$ cat src/rtl/lcd_status_sequencer.sv
// lcd_status_sequencer
//   Game-status front end for the character-LCD writer. It turns one-cycle game
//   event pulses into a 4-digit BCD score, a lives counter, and a banner code
//   for the writer's message-select input. Transient banners are held for
//   HOLD_CYCLES clocks so the LCD refresh loop has time to show them.
//
// Parameters
//   HOLD_CYCLES  clocks a transient banner stays asserted (>= 1)
//   LIVES_INIT   lives loaded on game start (1..3)
//
// Ports
//   clk_1MHz   in   1   system clock
//   rst        in   1   synchronous, active-high reset
//   start_btn  in   1   one-cycle pulse: start/restart a game
//   hit_evt    in   1   one-cycle pulse: player scored
//   miss_evt   in   1   one-cycle pulse: player lost a life
//   lcd_msg    out  4   0000 none/keep, 0001 fail banner, 0010 ok banner
//   score_bcd  out 16   packed BCD score, [15:12] most significant digit
//   lives      out  2   remaining lives
//   game_over  out  1   high while the game is over
module lcd_status_sequencer #(
  parameter int HOLD_CYCLES = 500000,
  parameter int LIVES_INIT  = 3
) (
  input  logic        clk_1MHz,
  input  logic        rst,
  input  logic        start_btn,
  input  logic        hit_evt,
  input  logic        miss_evt,
  output logic [3:0]  lcd_msg,
  output logic [15:0] score_bcd,
  output logic [1:0]  lives,
  output logic        game_over
);

  // A one-cycle hold still needs a 1-bit timer to keep the vector legal.
  localparam int TW = (HOLD_CYCLES > 1) ? $clog2(HOLD_CYCLES) : 1;
  localparam logic [TW-1:0] TIMER_LAST = TW'(HOLD_CYCLES - 1);
  localparam logic [1:0]    LIVES_START = 2'(LIVES_INIT);

  localparam logic [2:0] ST_IDLE      = 3'd0;
  localparam logic [2:0] ST_PLAY      = 3'd1;
  localparam logic [2:0] ST_SHOW_OK   = 3'd2;
  localparam logic [2:0] ST_SHOW_FAIL = 3'd3;
  localparam logic [2:0] ST_OVER      = 3'd4;

  localparam logic [3:0] MSG_NONE = 4'b0000;
  localparam logic [3:0] MSG_FAIL = 4'b0001;
  localparam logic [3:0] MSG_OK   = 4'b0010;

  // BCD +1 with per-digit ripple carry; 9999 saturates instead of wrapping.
  function automatic logic [15:0] bcd_inc(input logic [15:0] v);
    logic [15:0] r;
    logic        carry;
    r     = v;
    carry = 1'b1;
    if (v == 16'h9999) begin
      r = v;
    end else begin
      for (int i = 0; i < 4; i++) begin
        if (carry) begin
          if (r[i*4 +: 4] >= 4'd9) begin
            r[i*4 +: 4] = 4'd0;
            carry       = 1'b1;
          end else begin
            r[i*4 +: 4] = r[i*4 +: 4] + 4'd1;
            carry       = 1'b0;
          end
        end else begin
          carry = 1'b0;
        end
      end
    end
    return r;
  endfunction

  logic [2:0]    state_r;
  logic [TW-1:0] timer_r;

  logic [2:0]    state_s;
  logic [TW-1:0] timer_s;
  logic [15:0]   score_s;
  logic [1:0]    lives_s;
  logic [3:0]    msg_s;
  logic          over_s;

  // Next-state, counter and banner selection.
  always_comb begin
    state_s = state_r;
    timer_s = timer_r;
    score_s = score_bcd;
    lives_s = lives;
    case (state_r)
      ST_IDLE, ST_OVER: begin
        if (start_btn) begin
          state_s = ST_PLAY;
          timer_s = '0;
          score_s = 16'h0000;
          lives_s = LIVES_START;
        end else begin
          state_s = state_r;
        end
      end
      ST_PLAY, ST_SHOW_OK, ST_SHOW_FAIL: begin
        // A miss takes priority over a simultaneous hit.
        if (miss_evt) begin
          timer_s = '0;
          if (lives > 2'd1) begin
            lives_s = lives - 2'd1;
            state_s = ST_SHOW_FAIL;
          end else begin
            lives_s = 2'd0;
            state_s = ST_OVER;
          end
        end else if (hit_evt) begin
          score_s = bcd_inc(score_bcd);
          state_s = ST_SHOW_OK;
          timer_s = '0;
        end else if (state_r != ST_PLAY) begin
          if (timer_r == TIMER_LAST) begin
            state_s = ST_PLAY;
            timer_s = '0;
          end else begin
            timer_s = timer_r + TW'(1);
          end
        end else begin
          state_s = ST_PLAY;
        end
      end
      default: begin
        state_s = ST_IDLE;
        timer_s = '0;
        score_s = 16'h0000;
        lives_s = 2'd0;
      end
    endcase

    case (state_s)
      ST_SHOW_OK:   msg_s = MSG_OK;
      ST_SHOW_FAIL: msg_s = MSG_FAIL;
      ST_OVER:      msg_s = MSG_FAIL;
      default:      msg_s = MSG_NONE;
    endcase
    over_s = (state_s == ST_OVER);
  end

  // State, timer and all outputs registered together.
  always_ff @(posedge clk_1MHz) begin
    if (rst) begin
      state_r   <= ST_IDLE;
      timer_r   <= '0;
      lcd_msg   <= MSG_NONE;
      score_bcd <= 16'h0000;
      lives     <= 2'd0;
      game_over <= 1'b0;
    end else begin
      state_r   <= state_s;
      timer_r   <= timer_s;
      lcd_msg   <= msg_s;
      score_bcd <= score_s;
      lives     <= lives_s;
      game_over <= over_s;
    end
  end

endmodule

$ cat config.mk
export PLATFORM = sky130hd
export DESIGN_NAME = lcd_status_sequencer
export DESIGN_NICKNAME = d
export VERILOG_FILES = /design/src/rtl/lcd_status_sequencer.sv
export SDC_FILE = /design/constraint.sdc
export NUM_CORES = 1
export LEC_CHECK = 0
export BUFFER_PORTS_ARGS = -buffer_cell sky130_fd_sc_hd__buf_2
export CAP_MARGIN = 20
export CORE_MARGIN = 5
export CORE_UTILIZATION = 26
export CTS_CLUSTER_SIZE = 25
export DETAILED_ROUTE_END_ITERATION = 8
export PLACE_DENSITY_LB_ADDON = 0.12
export REMOVE_ABC_BUFFERS = 1
export SLEW_MARGIN = 20
export SYNTH_ARGS = -nofsm -noshare
export SYNTH_HDL_FRONTEND = slang
export SYNTH_SLANG_ARGS = --single-unit
$ cat constraint.sdc
create_clock -name clk_1MHz -period 6 [get_ports clk_1MHz]
set_clock_uncertainty 0.1 [all_clocks]
set_input_delay 0.6 -clock clk_1MHz [delete_from_list [all_inputs] [get_ports clk_1MHz]]
set_output_delay 0.6 -clock clk_1MHz [all_outputs]
set_load 0.02 [all_outputs]
; ---- After elaboration in Yosys (flattened, before gate mapping)
; Index checks and enable logic that the tools add are counted.
[totals]
elab_cells = 96
inputBits = 5
register_bits = 45
output_inout_bits = 23
[op_classes]
addsub = 6
mux = 47
magnitude_cmp = 5
eq_ne = 19
n_reduce_logical = 10
[ops]
columns = op, n
row1 = 19-bit 2-to-1 mux, 5
row2 = 16-bit 2-to-1 mux, 4
row3 = 19-bit case mux with 2 select lines, 1
row4 = 16-bit case mux with 2 select lines, 1
row5 = 4-bit 2-to-1 mux, 7
row6 = "19-bit by 1-bit adder with 19-bit output, second input constant", 1
row7 = "19-bit equality test, second input constant", 1
row8 = 3-bit 2-to-1 mux, 6
row9 = 1-bit 2-to-1 mux, 17
row10 = "4-bit by 1-bit adder with 4-bit output, second input constant", 4
row11 = "16-bit equality test, second input constant", 1
row12 = "4-bit >= comparator, second input constant", 4
row13 = "2-bit inequality test, second input constant", 8
row14 = 5-bit AND reduction, 3
row15 = "3-bit by 2-bit equality test with 1-bit output, second input constant", 4
row16 = 2-bit case mux with 2 select lines, 2
row17 = "3-bit equality test, second input constant", 2
row18 = 2-bit 2-to-1 mux, 3
row19 = 3-bit case mux with 2 select lines, 1
row20 = "4-bit inequality test, second input constant", 1
row21 = 2-bit AND reduction, 2
row22 = 4-bit AND reduction, 1
row23 = 2-bit OR reduction, 2
row24 = "3-bit by 1-bit equality test with 1-bit output, second input constant", 1
row25 = other kinds (5), 5

; ---- Logic depth before layout (Yosys ltp)
; Gate-level depths: netlist (run 1).
[depth]
word_depth = 21
ltp_mapped = 8
depth_no_buf = 7

; ---- Least setup slack after synthesis (run 1)
; OpenSTA, ideal clock, no wires.
[synth_path]
path_type = register -> register
startpoint = reg score_bcd[0]
endpoint = reg score_bcd[13]
required_time_ns = 5.813
path_stages_with_launch = 8
setup_slack_ns = 3.780
path_buffers = 0
t_arrival_ns = 2.033
synth_period_minus_slack_ns = 2.220
setup_time_ns = 0.087
path_cell_list = dfxtp_1 -> inv_1 -> ha_1 -> or3b_2 -> nand2_1 -> o311a_1 -> or4_1 -> o31ai_1
[synth_between]
elab_chain_len = 18
elab_cells_between_ends = 20
cone_classes = 1 x order compare / 3 x eq/ne / 15 x mux / 1 x reduce/logical
[synth_rtl]
columns = item, line_no
row1 = "start, declared", 31  ; output logic [15:0] score_bcd,
row2 = "start signal, assigned", 160  ; score_bcd <= score_s;
row3 = 4-bit >= comparator, 62  ; if (r[i*4 +: 4] >= 4'd9) begin
row4 = 1-bit 2-to-1 mux, 62
row5 = 1-bit 2-to-1 mux, 57  ; if (v == 16'h9999) begin
row6 = 1-bit 2-to-1 mux, 115  ; end else if (hit_evt) begin
row7 = 1-bit 2-to-1 mux, 106  ; if (miss_evt) begin
row8 = 1-bit 2-to-1 mux, 93  ; case (state_r)
row9 = 1-bit 2-to-1 mux, 61  ; if (carry) begin
row10 = 1-bit 2-to-1 mux, 57
row11 = (+2 left out), -
row12 = 1-bit 2-to-1 mux, 93
row13 = 1-bit 2-to-1 mux, 61
row14 = 1-bit 2-to-1 mux, 57
row15 = 1-bit 2-to-1 mux, 115
row16 = 1-bit 2-to-1 mux, 106
row17 = 1-bit 2-to-1 mux, 93
row18 = 2-bit inequality test (no line), -
row19 = 5-bit AND reduction (no line) (*), -
; Every way passes the cells marked *; elsewhere a longest branch is shown, timed or not. The select of a mux whose other input is x is not followed.
; A chain may end at the register's enable or synchronous reset.

; ---- Final worst setup path (run 1)
[layout_path]
startpoint = reg timer_r[0]
endpoint = reg timer_r[18]
[layout_between]
elab_chain_len = 6
elab_cells_between_ends = 7
cone_classes = 1 x add/sub / 1 x eq/ne / 5 x mux
[layout_rtl]
columns = item, line_no
row1 = "start, declared", 78  ; logic [TW-1:0] timer_r;
row2 = "start signal, assigned", 158  ; timer_r <= timer_s;
row3 = 19-bit by 1-bit adder with 19-bit output / 19-bit equality test (equally long branches), "124, 120"
row4 = 19-bit 2-to-1 mux (*), 120  ; if (timer_r == TIMER_LAST) begin
row5 = 19-bit 2-to-1 mux (*), 119  ; end else if (state_r != ST_PLAY) begin
row6 = 19-bit 2-to-1 mux (*), 115
row7 = 19-bit 2-to-1 mux (*), 106
row8 = 19-bit case mux with 2 select lines (*), 93
; Marked as above.

==> impl_metrics.env, run 1 <==
export IMPL_fin_util_pct=30.05
export IMPL_ctsHtreeMaxLevel=2
export IMPL_syn_inst=278
export IMPL_arrival_ns=2.53
export IMPL_wl_per_cell_um=14.34
export IMPL_cts_resized=0
export IMPL_post_route_period_util_pct=39.59
export IMPL_vias=2069
export IMPL_worst_slew_pin_slew_ns=0.8066
export IMPL_status="completed"
export IMPL_grt_max_degree=31
export IMPL_hold_violations=0
export IMPL_synth_edff_count=0
export IMPL_cts_sinks=43
export IMPL_cts_root_buf="clkbuf_8"
export IMPL_clock_latency_ns=0.30
export IMPL_drc=0
export IMPL_nNetsFinal=321
export IMPL_cts_buffers=5
export IMPL_pin_count=28
export IMPL_cts_tree="done"
export IMPL_critPathLaunchType="flop"
export IMPL_critPathMaxFanout=8
export IMPL_synth_top_area_cell="dfxtp_1"
export IMPL_power_leakage_nw=0.9687
export IMPL_clk_pin_slew_worst_paths_ns=0.10
export IMPL_first_pass_iters=4
export IMPL_worstPathRequired_ns=6.15
export IMPL_synth_area_leaders="dfxtp_1 36%, ha_1 6.8%, nor2_1 4.2%"
export IMPL_hpwlAfterDp_um=4284
export IMPL_yosysTopAreaCellShare_pct=35.95
export IMPL_syn_area_per_cell_um2=8.614
export IMPL_dieArea_mm2=0.01123
export IMPL_core_area_mm2=0.009109
export IMPL_die_x_um=106.0
export IMPL_min_path_type="reg -> reg"
export IMPL_end_kind="flop"
export IMPL_synth_cell_type_count=57
export IMPL_clockBufferDepth=2
export IMPL_yosys_top_cells_count="43 x dfxtp_1, 27 x nor2_1, 19 x inv_1"
export IMPL_area_delta_synth_final_pct=14.32
export IMPL_fin_crit_ns=2.375
export IMPL_ys_ff_latch=43
export IMPL_ant_nets=0
export IMPL_setup_viol=0
export IMPL_wl_um=5950
export IMPL_yosysSeqAreaShare_pct=35.95
export IMPL_layout_drive_gt1_share_pct=16.12
export IMPL_portBuffers=25
export IMPL_cellPowerDensity_mw_per_mm2=229.6
export IMPL_grt_overflow=0
export IMPL_synth_warnings=0
export IMPL_worstSetupPathType="reg -> reg"
export IMPL_rsz0062_at_grt="false"
export IMPL_cts_hold_buffers_added=0
export IMPL_drv_slew=0
export IMPL_grt_pass1_wl_um=10300
export IMPL_die_h_um=106.0
export IMPL_rows=35
export IMPL_worst_slew_margin_rel_pct=45.90
export IMPL_post_cts_setup_buffers=0
export IMPL_antenna_found_initial=0
export IMPL_diodes=0
export IMPL_max_clock_freq_mhz=421.0
export IMPL_tns_ns=0
export IMPL_synthArstFlopShare_pct=0
export IMPL_peakVddDrop_v=0.00008481
export IMPL_ys_flop_type="dfxtp_1"
export IMPL_grt_use_total_pct=11.26
export IMPL_synth_most_common_cell="dfxtp_1"
export IMPL_vias_per_cell=4.986
export IMPL_drt_initial_drc_count=51
export IMPL_gp_congestion=0.7325
export IMPL_first_global_vias=2051
export IMPL_maxCapViolCount=0
export IMPL_initial_utilization_pct=26.29
export IMPL_netlist_area_mm2=0.002395
cell usage in the layout, fill, tap and decap left out, drive strengths merged, types with 5 or more instances in the layout:
cell type	count
dfxtp	43
nor2	28
buf	26
inv	19
a21oi	17
nand2	15
nand3	15
o21ai	13
ha	13
nor3	11
nand4	9
xnor2	9
nor2b	7
a211oi	6
clkbuf	6
a41oi	5
or3b	5
flip-flops by register name (all words and copies together), names as in the netlist:
name	count
timer_r	19
game_over	1
lcd_msg	2
state_r	3
lives	2
score_bcd	16
worst paths after layout:
kind / start / slack, ns / endpoint / cells after the start
setup reg to reg: timer_r[0] / 3.62 / timer_r[18] / 6
hold / removal: timer_r[16] / 0.40 / timer_r[16] / 1
hold reg to reg: timer_r[16] / 0.40 / timer_r[16] / 1
setup / recovery: timer_r[0] / 3.62 / timer_r[18] / 6
critical path, cell delays in order, from the launching register on:
cell     delay [ns]
dfxtp_1        0.45
ha_1           0.25
and4_1         0.45
inv_1          0.07
or4_1          0.55
or3b_1         0.38
nand3_1        0.08
cell families after synthesis:
family,after synthesis,share of synthesized area (%)
DFF,43,35.95
xor gates and xnor gates,13,4.754
other,1,0.1566
AOI/OAI and AO/OA,64,19.85
and+or+nand+nor,115,27.01
buffers and inverters,28,5.068
muxes,1,0.4180
adders and majority gates,13,6.792
cell type report:
| type | count | area [um2] |
|---|---|---|
| Fill cell | 998 | 6371 |
| Multi-Input combinational cell | 208 | 1416 |
| Sequential cell | 43 | 860.8 |
| Tap cell | 111 | 138.9 |
| Timing Repair Buffer | 26 | 132.6 |
| Clock buffer | 6 | 82.58 |
| Inverter | 19 | 71.32 |
| Clock inverter | 2 | 35.03 |
per-stage QoR:
step | power, mW | hold slack [ns] | cell area (um2) | std cells | setup slack (ns)
final | 0.6287 | 0.4036 | 2738 | 415 | 3.625
after global routing | 0.6637 | 0.4161 | 2738 | 415 | 3.358
after CTS | 0.6427 | 0.4005 | 2738 | 415 | 3.608
after detailed placement | 0.3929 | 0.3769 | 2620 | 407 | 3.468
after global placement | 0.3945 | 0.3694 | 2620 | 407 | 3.493
after floorplan | 0.3632 | 0.3478 | 2349 | 270 | 3.637
routing by layer:
layer	track usage, %	vias up	routed length [um]
met3	2.550	7	235
met4	3.330	0	68
met1	15.18	971	2936
met5	0	-	0
li1	-	1056	-
met2	17.99	35	2711
power breakdown:
part,total (mW),internal [mW],switching [mW]
clock network,0.243,0.135,0.108
logic,0.0845,0.0281,0.0565
registers,0.301,0.292,0.00883
Power figures use the tool's default switching activity.
==> run 2: changes to the inputs <==
clock period = 1.95 ns   (was 6 ns; I/O delays follow)
==> run 2 against run 1 <==
  * The run now ends with setup timing left
  * Power increased to 3.2 times the previous value
  * Count of clock-buffer cells in the layout unchanged
  * Global-route usage increased by 1.8 points
  * Worst hold slack got worse by 0.24 ns
  * First-iteration DRC count increased by 41%
  * Sequential power increased to 3.1 times the previous value
  * Sequential share of layout area decreased by 7.2 points
  * Highest routed layer unchanged
  * Combinational power increased to 5.8 times the previous value
  * Final cell count increased by 16%
==> impl_metrics.env, run 2 (synthesis results as in run 1) <==
export IMPL_clock_latency_ns=0.30
export IMPL_cellPowerDensity_mw_per_mm2=545.9
export IMPL_dieArea_mm2=0.01123
export IMPL_maxCapViolCount=0
export IMPL_power_leakage_nw=1.392
export IMPL_hold_violations=0
export IMPL_fin_ws_ns=-0.09255
export IMPL_largest_register="timer_r"
export IMPL_worst_slew_margin_rel_pct=57.15
export IMPL_hpwlAfterDp_um=5158
export IMPL_post_route_period_util_pct=104.7
export IMPL_critPathLaunchType="flop"
export IMPL_die_x_um=106.0
export IMPL_cts_sinks=43
export IMPL_grt_overflow=0
export IMPL_layout_commonest_cell="buf_4"
export IMPL_largest_reg_flops=19
export IMPL_layout_drive_gt1_share_pct=49.06
export IMPL_worstSetupPathType="reg -> reg"
export IMPL_arrival_ns=2.15
export IMPL_diodes=0
export IMPL_fin_crit_ns=2.043
export IMPL_initial_utilization_pct=26.29
export IMPL_top_regs="timer_r x19, score_bcd x16, state_r x3"
export IMPL_cts_hold_buffers_added=0
export IMPL_clk_pin_slew_worst_paths_ns=0.09
export IMPL_gp_congestion=0.7904
export IMPL_wl_um=6994
export IMPL_clockBufferDepth=2
export IMPL_worst_slew_pin_slew_ns=0.6385
export IMPL_first_pass_iters=4
export IMPL_first_global_vias=2360
export IMPL_max_clock_freq_mhz=489.6
export IMPL_wl_per_cell_um=14.51
export IMPL_core_area_mm2=0.009109
export IMPL_final_cell_mix="55 x buf_4, 27 x dfxtp_1, 25 x buf_2"
export IMPL_rsz0062_at_grt="true"
export IMPL_drv_slew=0
export IMPL_pin_count=28
export IMPL_grt_use_total_pct=13.03
export IMPL_critPathMaxFanout=6
export IMPL_ant_nets=0
export IMPL_die_h_um=106.0
export IMPL_antenna_found_initial=0
export IMPL_status="finished, violations left"
export IMPL_setup_viol=27
export IMPL_rows=35
export IMPL_vias=2323
export IMPL_grt_pass1_wl_um=11740
export IMPL_nNetsFinal=388
export IMPL_peakVddDrop_v=0.0002374
export IMPL_cts_buffers=5
export IMPL_min_path_type="in -> reg"
export IMPL_violations="setup timing"
export IMPL_cts_tree="done"
export IMPL_place_area_mm2=0.003075
export IMPL_grt_max_degree=15
export IMPL_ctsHtreeMaxLevel=2
export IMPL_worstPathRequired_ns=2.05
export IMPL_vias_per_cell=4.820
export IMPL_drc=0
export IMPL_finalInstanceArea_mm2=0.003638
export IMPL_drt_initial_drc_count=72
export IMPL_area_delta_synth_final_pct=51.93
export IMPL_end_kind="flop"
export IMPL_power_mw=1.986
export IMPL_portBuffers=25
export IMPL_tns_ns=-1.064
export IMPL_cts_root_buf="clkbuf_8"
run 2: per-layer routing:
metal  GRT usage (%)  vias to the layer above  routed length (um)
met4           3.330                        0                  74
li1                -                     1195                   -
met2           20.95                       30                3198
met5               0                        -                   0
met1           17.77                     1091                3481
met3           2.793                        7                 241
run 2: metrics by stage:
| stage | util, % | setup WS, ns | std cells | hold WS, ns |
|---|---|---|---|---|
| 5_1_grt | 39.95 | -0.1901 | 482 | 0.1848 |
| 3_5_place_dp | 33.76 | -0.1720 | 466 | 0.3719 |
| 4_1_cts | 37.07 | -0.08099 | 481 | 0.1486 |
| 6_report | 39.95 | -0.09255 | 482 | 0.1639 |
| 2_1_floorplan | - | -0.4132 | 270 | 0.1641 |
| 3_3_place_gp | 33.76 | -0.1572 | 466 | 0.3706 |
run 2: worst paths after layout:
check	slack, ns	depth (start not counted)	start	to
worst min-delay path	0.16	3	miss_evt	state_r[2]
worst max-delay path	-0.09	6	timer_r[11]	lcd_msg[0]
worst max register to register	-0.09	6	timer_r[11]	lcd_msg[0]
worst min register to register	0.40	1	timer_r[16]	timer_r[16]
run 2: worst max-delay path, cell delays in order, from the launching register on:
cell     delay [ns]
dfxtp_2        0.33
or4b_4         0.55
nor4_4         0.29
buf_6          0.18
a21oi_2        0.06
o31a_1         0.26
a21o_1         0.18
run 2: layout make-up:
cell class | instances | area [um2]
clock inverter | 2 | 12.51
fill | 977 | 5470
inverter | 19 | 71.32
timing repair buffer | 93 | 715.7
clock buffer | 6 | 72.57
multi-input combinational | 208 | 1747
sequential | 43 | 880.8
tap | 111 | 138.9
run 2: timing repair:
item	in CTS	in global routing
setup buffers	7	2
pin swaps	18	37
cloned	1	1
gates resized for setup	48	59
setup endpoints to repair	25	36
run 2: where the power goes:
group / switching, mW / internal, mW
clock network: 0.328 / 0.251
registers: 0.0190 / 0.900
logic: 0.268 / 0.220
total: 0.616 / 1.37
==> run 3: changes to the inputs <==
SKIP_LAST_GASP = 1   (was default)
==> run 3 against run 2 <==
  * The flow still finishes with violations (setup timing)
  * Sequential share of layout area rose by 0.10 points
  * Design area fell by 1.1%
  * Count of clock-buffer cells in the layout unchanged
  * Critical path depth grew 1
  * Wire length is 0.54% higher
  * Worst hold slack improved by 0.0024 ns
  * Non-clock buffer count rose by 1
  * Combinational power down 2%
  * Sequential power is essentially flat
  * Maximum frequency decreased by 2.9%
  * Largest power group unchanged
==> impl_metrics.env, run 3 (synthesis results as in run 1) <==
export IMPL_status="finished, violations left"
export IMPL_violations="setup timing"
export IMPL_dieArea_mm2=0.01123
export IMPL_p_sw_share_pct=30.90
export IMPL_cts_sinks=43
export IMPL_clock_latency_ns=0.30
export IMPL_setup_viol=33
export IMPL_diodes=0
export IMPL_worstSetupPathType="reg -> reg"
export IMPL_cp_top_family="compound AO/OA/AOI/OAI gates"
export IMPL_finalInstanceArea_mm2=0.003597
export IMPL_grt_max_degree=15
export IMPL_peakVddDrop_v=0.0002363
export IMPL_max_stage_delay_ns=0.54
export IMPL_layout_commonest_cell="buf_4"
export IMPL_vias=2320
export IMPL_largest_register="timer_r"
export IMPL_power_frac_seq_pct=46.4
export IMPL_pin_count=28
export IMPL_worst_slew_margin_rel_pct=64.00
export IMPL_grtUsageMet1_pct=17.44
export IMPL_place_inst=466
export IMPL_rows=35
export IMPL_hpwlAfterDp_um=5158
export IMPL_wl_per_cell_um=14.56
export IMPL_core_area_mm2=0.009109
export IMPL_arrival_ns=2.24
export IMPL_first_global_vias=2362
export IMPL_rsz0062_at_grt="true"
export IMPL_first_pass_iters=4
export IMPL_drv_slew=0
export IMPL_worstPathRequired_ns=2.08
export IMPL_pre_cts_ws_ns=-0.1720
export IMPL_cts_tree="done"
export IMPL_fin_ws_ns=-0.1530
export IMPL_min_path_type="in -> reg"
export IMPL_clockBufferDepth=2
export IMPL_layout_drive_gt1_share_pct=46.24
export IMPL_cts_hold_buffers_added=0
export IMPL_top_regs="timer_r x19, score_bcd x16, state_r x3"
export IMPL_drt_initial_drc_count=76
export IMPL_grt_met3_usage_pct=2.793
export IMPL_grt_pass1_wl_um=11700
export IMPL_grt_overflow=0
export IMPL_stdcell_count=483
export IMPL_critPathMaxFanout=4
export IMPL_cts_root_buf="clkbuf_8"
export IMPL_hold_violations=0
export IMPL_fin_util_pct=39.49
export IMPL_final_cell_mix="57 x buf_4, 32 x dfxtp_1, 25 x buf_2"
export IMPL_fin_crit_ns=2.103
export IMPL_maxCapViolCount=0
export IMPL_p_sw_uw=610.5
export IMPL_end_kind="flop"
export IMPL_portBuffers=25
export IMPL_vias_per_cell=4.803
export IMPL_die_h_um=106.0
export IMPL_initial_utilization_pct=26.29
export IMPL_p_int_mw=1.365
export IMPL_worst_slew_pin_slew_ns=0.5344
export IMPL_max_clock_freq_mhz=475.5
export IMPL_ant_nets=0
export IMPL_die_x_um=106.0
export IMPL_critPathLaunchType="flop"
export IMPL_wl_um=7032
export IMPL_clk_pin_slew_worst_paths_ns=0.09
export IMPL_combPwrFrac_pct=24.2
export IMPL_cts_buffers=5
export IMPL_drc=0
export IMPL_crit_buf_inv=2
export IMPL_cpMaxStageDelayCell="or4b_4"
export IMPL_gp_congestion=0.7904
export IMPL_path_cells="or4b_4 -> o31ai_4 -> buf_4 -> o311a_4 -> buf_6 -> o21ai_2 -> a21oi_1"
export IMPL_clkPwrFrac_pct=29.4
export IMPL_cellPowerDensity_mw_per_mm2=549.1
export IMPL_post_route_period_util_pct=107.8
export IMPL_power_leakage_nw=1.378
export IMPL_ctsHtreeMaxLevel=2
export IMPL_largest_reg_flops=19
export IMPL_place_area_mm2=0.003075
export IMPL_whs_ns=0.1664
export IMPL_top_usage_layer="met2"
export IMPL_power_mw=1.975
export IMPL_area_delta_synth_final_pct=50.21
export IMPL_nNetsFinal=389
export IMPL_antenna_found_initial=0
export IMPL_grt_use_total_pct=12.96
export IMPL_tns_ns=-2.298
export IMPL_grt_util_met2_pct=21.08
run 3: power groups by stage:
stage | combinational (mW) | sequential [mW] | clock [mW]
4_1_cts | 0.418 | 0.917 | 0.615
3_5_place_dp | 0.351 | 0.935 | 0
6_report | 0.478 | 0.917 | 0.580
3_3_place_gp | 0.353 | 0.935 | 0
2_1_floorplan | 0.157 | 0.960 | 0
5_1_grt | 0.518 | 0.921 | 0.641
run 3: area by class of cell:
cell class	count	area, um2
sequential	43	874.6
tap	111	138.9
clock buffer	6	72.57
fill	979	5512
multi-input combinational	208	1708
timing repair buffer	94	719.4
clock inverter	2	12.51
inverter	19	71.32
run 3: what timing repair did:
action,4_1_cts,5_1_grt
setup buffers,7,2
pin swaps,15,42
gates resized for setup,39,52
cloned,1,1
setup endpoints to repair,25,36
run 3: final timing paths:
check                                    end     startpoint  cells past startpoint  slack (ns)
worst min register to register   timer_r[16]    timer_r[16]                      1        0.40
worst min-delay path              state_r[2]       miss_evt                      3        0.17
worst max register to register  score_bcd[9]  score_bcd[14]                      7       -0.15
worst max-delay path            score_bcd[9]  score_bcd[14]                      7       -0.15
run 3: worst reg2reg max path, stage by stage (launching register included):
cell and delay, ns:
dfxtp_2 0.33, or4b_4 0.54, o31ai_4 0.34, buf_4 0.17, o311a_4 0.23, buf_6 0.13, o21ai_2 0.05, a21oi_1 0.14
run 3: per-layer routing:
metal / vias to the layer above / part of all wire [%] / routed length, um
li1: 1193 / - / -
met1: 1095 / 51 / 3559
met2: 25 / 46 / 3202
met3: 7 / 2.7 / 192
met4: 0 / 1.1 / 78
met5: - / 0 / 0
